`src/rtl/dual_edge_generator_if.sv`:
```
// Bundles the request input and the waveform/status outputs of the dual edge generator.
// The master drives req; the slave (the generator) drives everything else.
interface dual_edge_generator_if #(
    parameter int CNT_W = 3
);
    logic             req;
    logic             level;
    logic             edge_done;
    logic             busy;
    logic [CNT_W-1:0] pend_cnt;
    logic             overflow;

    modport master (
        output req,
        input  level,
        input  edge_done,
        input  busy,
        input  pend_cnt,
        input  overflow
    );

    modport slave (
        input  req,
        output level,
        output edge_done,
        output busy,
        output pend_cnt,
        output overflow
    );
endinterface

```
`src/rtl/dual_edge_generator.sv`:
```
// Turns one-cycle toggle requests into level edges spaced at least 1+HOLD_CYCLES cycles apart.
// Requests that arrive during the spacing are queued in a saturating pending counter.
module dual_edge_generator #(
    parameter int HOLD_CYCLES = 4,
    parameter int CNT_W       = 3
) (
    input  logic                 clk,
    input  logic                 reset,
    dual_edge_generator_if.slave bus
);
    localparam int HW = (HOLD_CYCLES > 1) ? $clog2(HOLD_CYCLES) : 1;
    localparam logic [HW-1:0]    HOLD_LOAD = HW'(HOLD_CYCLES - 1);
    localparam logic [CNT_W-1:0] PEND_MAX  = {CNT_W{1'b1}};

    typedef enum logic [1:0] {
        IDLE,
        EDGE,
        HOLD
    } state_t;

    state_t           state;
    state_t           next_state;
    logic [HW-1:0]    hold_cnt;
    logic [CNT_W-1:0] pend_q;
    logic             level_q;
    logic             overflow_q;
    logic             edge_done_c;
    logic             busy_c;
    logic             enter_edge;
    logic             drop;
    logic             accept;

    always_ff @(posedge clk) begin
        if (reset) begin
            state <= IDLE;
        end else begin
            state <= next_state;
        end
    end

    always_comb begin
        next_state = state;
        case (state)
            IDLE: begin
                if (pend_q != '0) begin
                    next_state = EDGE;
                end
            end
            EDGE: begin
                next_state = HOLD;
            end
            HOLD: begin
                if (hold_cnt == '0) begin
                    next_state = (pend_q != '0) ? EDGE : IDLE;
                end
            end
            default: begin
                next_state = IDLE;
            end
        endcase
    end

    // A request arriving on the same edge that consumes one still fits when the counter is full.
    assign enter_edge = (next_state == EDGE);
    assign drop       = bus.req && (pend_q == PEND_MAX) && !enter_edge;
    assign accept     = bus.req && !drop;

    always_ff @(posedge clk) begin
        if (reset) begin
            hold_cnt   <= '0;
            pend_q     <= '0;
            level_q    <= 1'b0;
            overflow_q <= 1'b0;
        end else begin
            if (state == EDGE) begin
                hold_cnt <= HOLD_LOAD;
            end else if (state == HOLD && hold_cnt != '0) begin
                hold_cnt <= hold_cnt - 1'b1;
            end

            if (enter_edge) begin
                level_q <= ~level_q;
            end

            case ({accept, enter_edge})
                2'b10:   pend_q <= pend_q + 1'b1;
                2'b01:   pend_q <= pend_q - 1'b1;
                default: pend_q <= pend_q;
            endcase

            if (drop) begin
                overflow_q <= 1'b1;
            end
        end
    end

    always_comb begin
        edge_done_c = (state == EDGE);
        busy_c      = (state != IDLE) || (pend_q != '0);
    end

    assign bus.level     = level_q;
    assign bus.edge_done = edge_done_c;
    assign bus.busy      = busy_c;
    assign bus.pend_cnt  = pend_q;
    assign bus.overflow  = overflow_q;
endmodule

```
`src/flat_wrapper.sv`:
```
// flat-port wrapper written by rule: the top's interface ports become plain ports
module dual_edge_generator_flat 
#(
    parameter int HOLD_CYCLES = 4,
    parameter int CNT_W       = 3
)
  (clk, reset, bus_req, bus_level, bus_edge_done, bus_busy, bus_pend_cnt, bus_overflow);
  dual_edge_generator_if #(.CNT_W(CNT_W)) bus_i ();
  input  logic clk;
  input  logic reset;
  input wire logic [$bits(bus_i.req)-1:0] bus_req;
  output wire logic [$bits(bus_i.level)-1:0] bus_level;
  output wire logic [$bits(bus_i.edge_done)-1:0] bus_edge_done;
  output wire logic [$bits(bus_i.busy)-1:0] bus_busy;
  output wire logic [$bits(bus_i.pend_cnt)-1:0] bus_pend_cnt;
  output wire logic [$bits(bus_i.overflow)-1:0] bus_overflow;
  assign bus_i.req = bus_req;
  assign bus_level = bus_i.level;
  assign bus_edge_done = bus_i.edge_done;
  assign bus_busy = bus_i.busy;
  assign bus_pend_cnt = bus_i.pend_cnt;
  assign bus_overflow = bus_i.overflow;
  dual_edge_generator #(.HOLD_CYCLES(HOLD_CYCLES), .CNT_W(CNT_W)) u_core (.clk(clk), .reset(reset), .bus(bus_i));
endmodule
```
`config.mk`:
```
export PLATFORM = sky130hd
export DESIGN_NAME = dual_edge_generator_flat
export DESIGN_NICKNAME = d
export VERILOG_FILES = /design/src/rtl/dual_edge_generator_if.sv /design/src/rtl/dual_edge_generator.sv /design/src/flat_wrapper.sv
export SDC_FILE = /design/constraint.sdc
export NUM_CORES = 1
export LEC_CHECK = 0
export ABC_AREA = 1
export BUFFER_PORTS_ARGS = -buffer_cell sky130_fd_sc_hd__buf_2
export CAP_MARGIN = 20
export CORE_AREA = 2 2 39 41
export DETAILED_ROUTE_END_ITERATION = 10
export DIE_AREA = 0 0 41 43
export PLACE_DENSITY = 0.57
export SYNTH_ARGS = -nofsm -noshare
export SYNTH_HDL_FRONTEND = slang
export SYNTH_SLANG_ARGS = --single-unit
export TNS_END_PERCENT = 30
```
`constraint.sdc`:
```
create_clock -name clk -period 1.7 [get_ports clk]
set_input_delay 0.085 -clock clk [delete_from_list [all_inputs] [get_ports clk]]
set_output_delay 0.085 -clock clk [all_outputs]
set_load 0.05 [all_outputs]
```
==> results.cfg <==
[final_layout]
multi_input_area_um2 = 248
areaGrowthSynthToFinish_pct = 22.2
fin_util_pct = 41.9
fillers = 157
diodes = 0
final_area_um2 = 579
final_nets = 84
drive_above_1_share_pct = 43.6
finalNonFillerCells = 94
seq_area_um2 = 184

[placement]
dpl_cell_area_um2 = 551
dp_hpwl_um = 674
portBuffers = 9
dp_cells = 90
gp_congestion = 0.680
place_ws_ns = 0.0915

[timing]
postLayoutSetupSlackWorst_ns = 0.0720
max_freq_mhz = 614
rsz0062_at_grt = true
worst_pin_slew_ns = 0.248
hold_viol_final = 0
fin_crit_ns = 1.63
skew_ns = 0.00384
setup_viol = 0
finalMaxSlewViolations = 0
slew_headroom_pct = 83.5
period_share_pct = 95.8

[yosys]
synth-edff-count = 0
synth_seq_area_share_pct = 38.0
synth.top_cells.by_count = dfxtp_1 (9), inv_1 (9), nand2_1 (7), nor2_1 (7)
mappedNetlistNets = 69
synth.yosys.warnings = 0
synthCells = 64
synth_area_um2 = 474
ys_async_sr_fraction_pct = 0
avgSynthCellArea_um2 = 7.41
synth_area_leader_cell = dfxtp_1
ys_types = 17
ys_top_cells_by_area = dfxtp_1 (38%), inv_1 (7.1%), nand2_2 (6.6%), nor2_2 (6.6%), nand2_1 (5.5%)
ys_ff_latch = 9
synth_ff_type = dfxtp_1
synth_top_area_share_pct = 38.0

[critical_path]
crit_required_ns = 1.86
cp-start-kind = register
arrival_ns = 1.78
endpoint_kind = register
worstSetupPathType = reg -> reg
worstPathMaxFanout = 3

[route]
vias_per_cell = 4.44
drtPass1Iterations = 2
drc_errors = 0
wire_per_inst_um = 9.21
ant_nets = 0
drt-initial-drc-count = 2
routed_wirelength_um = 866
vias = 417

[global_route]
grt_usage_pct = 12.0
antenna_found_initial = 0
grt_first_pass_wirelength_um = 1360
grt_max_degree = 7
grt_overflow_total = 0
grt_pass1_vias = 348

[die]
io_pins = 10
die_w_um = 41
fp.dieH_um = 43
initial_utilization_pct = 34.3
die_area_mm2 = 0.00176
core_mm2 = 0.00138
fp-row-count = 14

[clocking]
cts_buffers = 3
clk_path_buf_depth = 2
clkSinkCount = 9
clock_latency_ns = 0.26
hold_buffers = 0
cts_tree = done
clk_pin_slew_ns = 0.06
cts_root_buffer = clkbuf_4
htree_levels = 1

[hold_path]
min_path_type = in -> reg

[power]
leakage_nw = 0.288
max-vdd-ir-drop_v = 0.000795
power_density_mw_per_mm2 = 2280

[run_status]
status = finished clean

[run]
drv_cap = 0
==> cells in the final DEF, fill, tap and decap left out <==
cell type,n
clkbuf_1,1
nand4_1,1
nand3_1,2
buf_4,1
nand2_1,7
nor2_1,7
clkbuf_4,3
nand3_2,1
buf_2,9
a21oi_1,5
nor2_2,5
ha_1,1
inv_2,4
o21ai_1,4
nand2_4,1
dfxtp_1,6
fa_2,1
nand2_2,5
dfxtp_2,3
or2_1,1
a21oi_2,1
inv_1,9
==> cells by family after synthesis <==
family          after synthesis  share of synthesized area [%]
simple gates                 30                           33.5
flops                         9                           38.0
compound gates               10                           11.3
buf+inv                      13                           10.3
fa+ha+maj                     2                           6.86
==> layer usage <==
layer / routed length (um) / global-route usage, % / vias to the layer above
li1: - / - / 222
met1: 401 / 14.3 / 185
met2: 416 / 15.9 / 8
met3: 37 / 4.71 / 2
met4: 11 / 10.0 / 0
met5: 0 / 0 / -
==> final timing paths <==
kind	start	end	slack (ns)	depth (start not counted)
hold / removal	reset	u_core.bus.level	0.04	2
setup / recovery	u_core.hold_cnt[0]	u_core.bus.pend_cnt[1]	0.07	9
setup reg to reg	u_core.hold_cnt[0]	u_core.bus.pend_cnt[1]	0.07	9
hold reg to reg	u_core.hold_cnt[1]	u_core.hold_cnt[1]	0.46	2
==> power by group <==
group	total, mW	switching (mW)	internal (mW)
combinational	0.812	0.567	0.245
clock	0.167	0.0766	0.0905
sequential	0.342	0.0490	0.293
==> metrics by stage <==
| stage | power (mW) | hold slack, ns | setup TNS, ns |
|---|---|---|---|
| finish | 1.32 | 0.0424 | 0 |
| global route | 1.43 | 0.0461 | -0.0146 |
| CTS | 1.34 | 0.0403 | 0 |
| detailed placement | 1.16 | 0.315 | 0 |
| global placement | 1.15 | 0.315 | 0 |
| floorplan | 1.01 | 0.147 | 0 |
==> timing repair <==
item,CTS,global route
buffers inserted,0,0
setup endpoints to repair,0,1
gates resized for setup,0,1
==> critical path, stage by stage (launching register included) <==
cell and delay (ns):
dfxtp_1 0.30, inv_1 0.08, ha_1 0.18, nand2_1 0.07, nand2_2 0.10, nand3_2 0.09
fa_2 0.52, inv_1 0.04, nor2_2 0.10, nor2_2 0.04
==> cell type report <==
cell class	count	share of cell area [%]
Multi-Input combinational cell	42	42.8
Sequential cell	9	31.7
Timing Repair Buffer	10	9.07
Inverter	13	8.42
Clock buffer	4	4.54
Tap cell	16	3.46
==> sequential cells by signal, indices dropped and copies added (netlist names) <==
signal               flops
u_core.bus.pend_cnt      3
u_core.hold_cnt          2
u_core.bus.overflow      1
u_core.bus.level         1
u_core.state             2
Power figures use the tool's default switching activity.
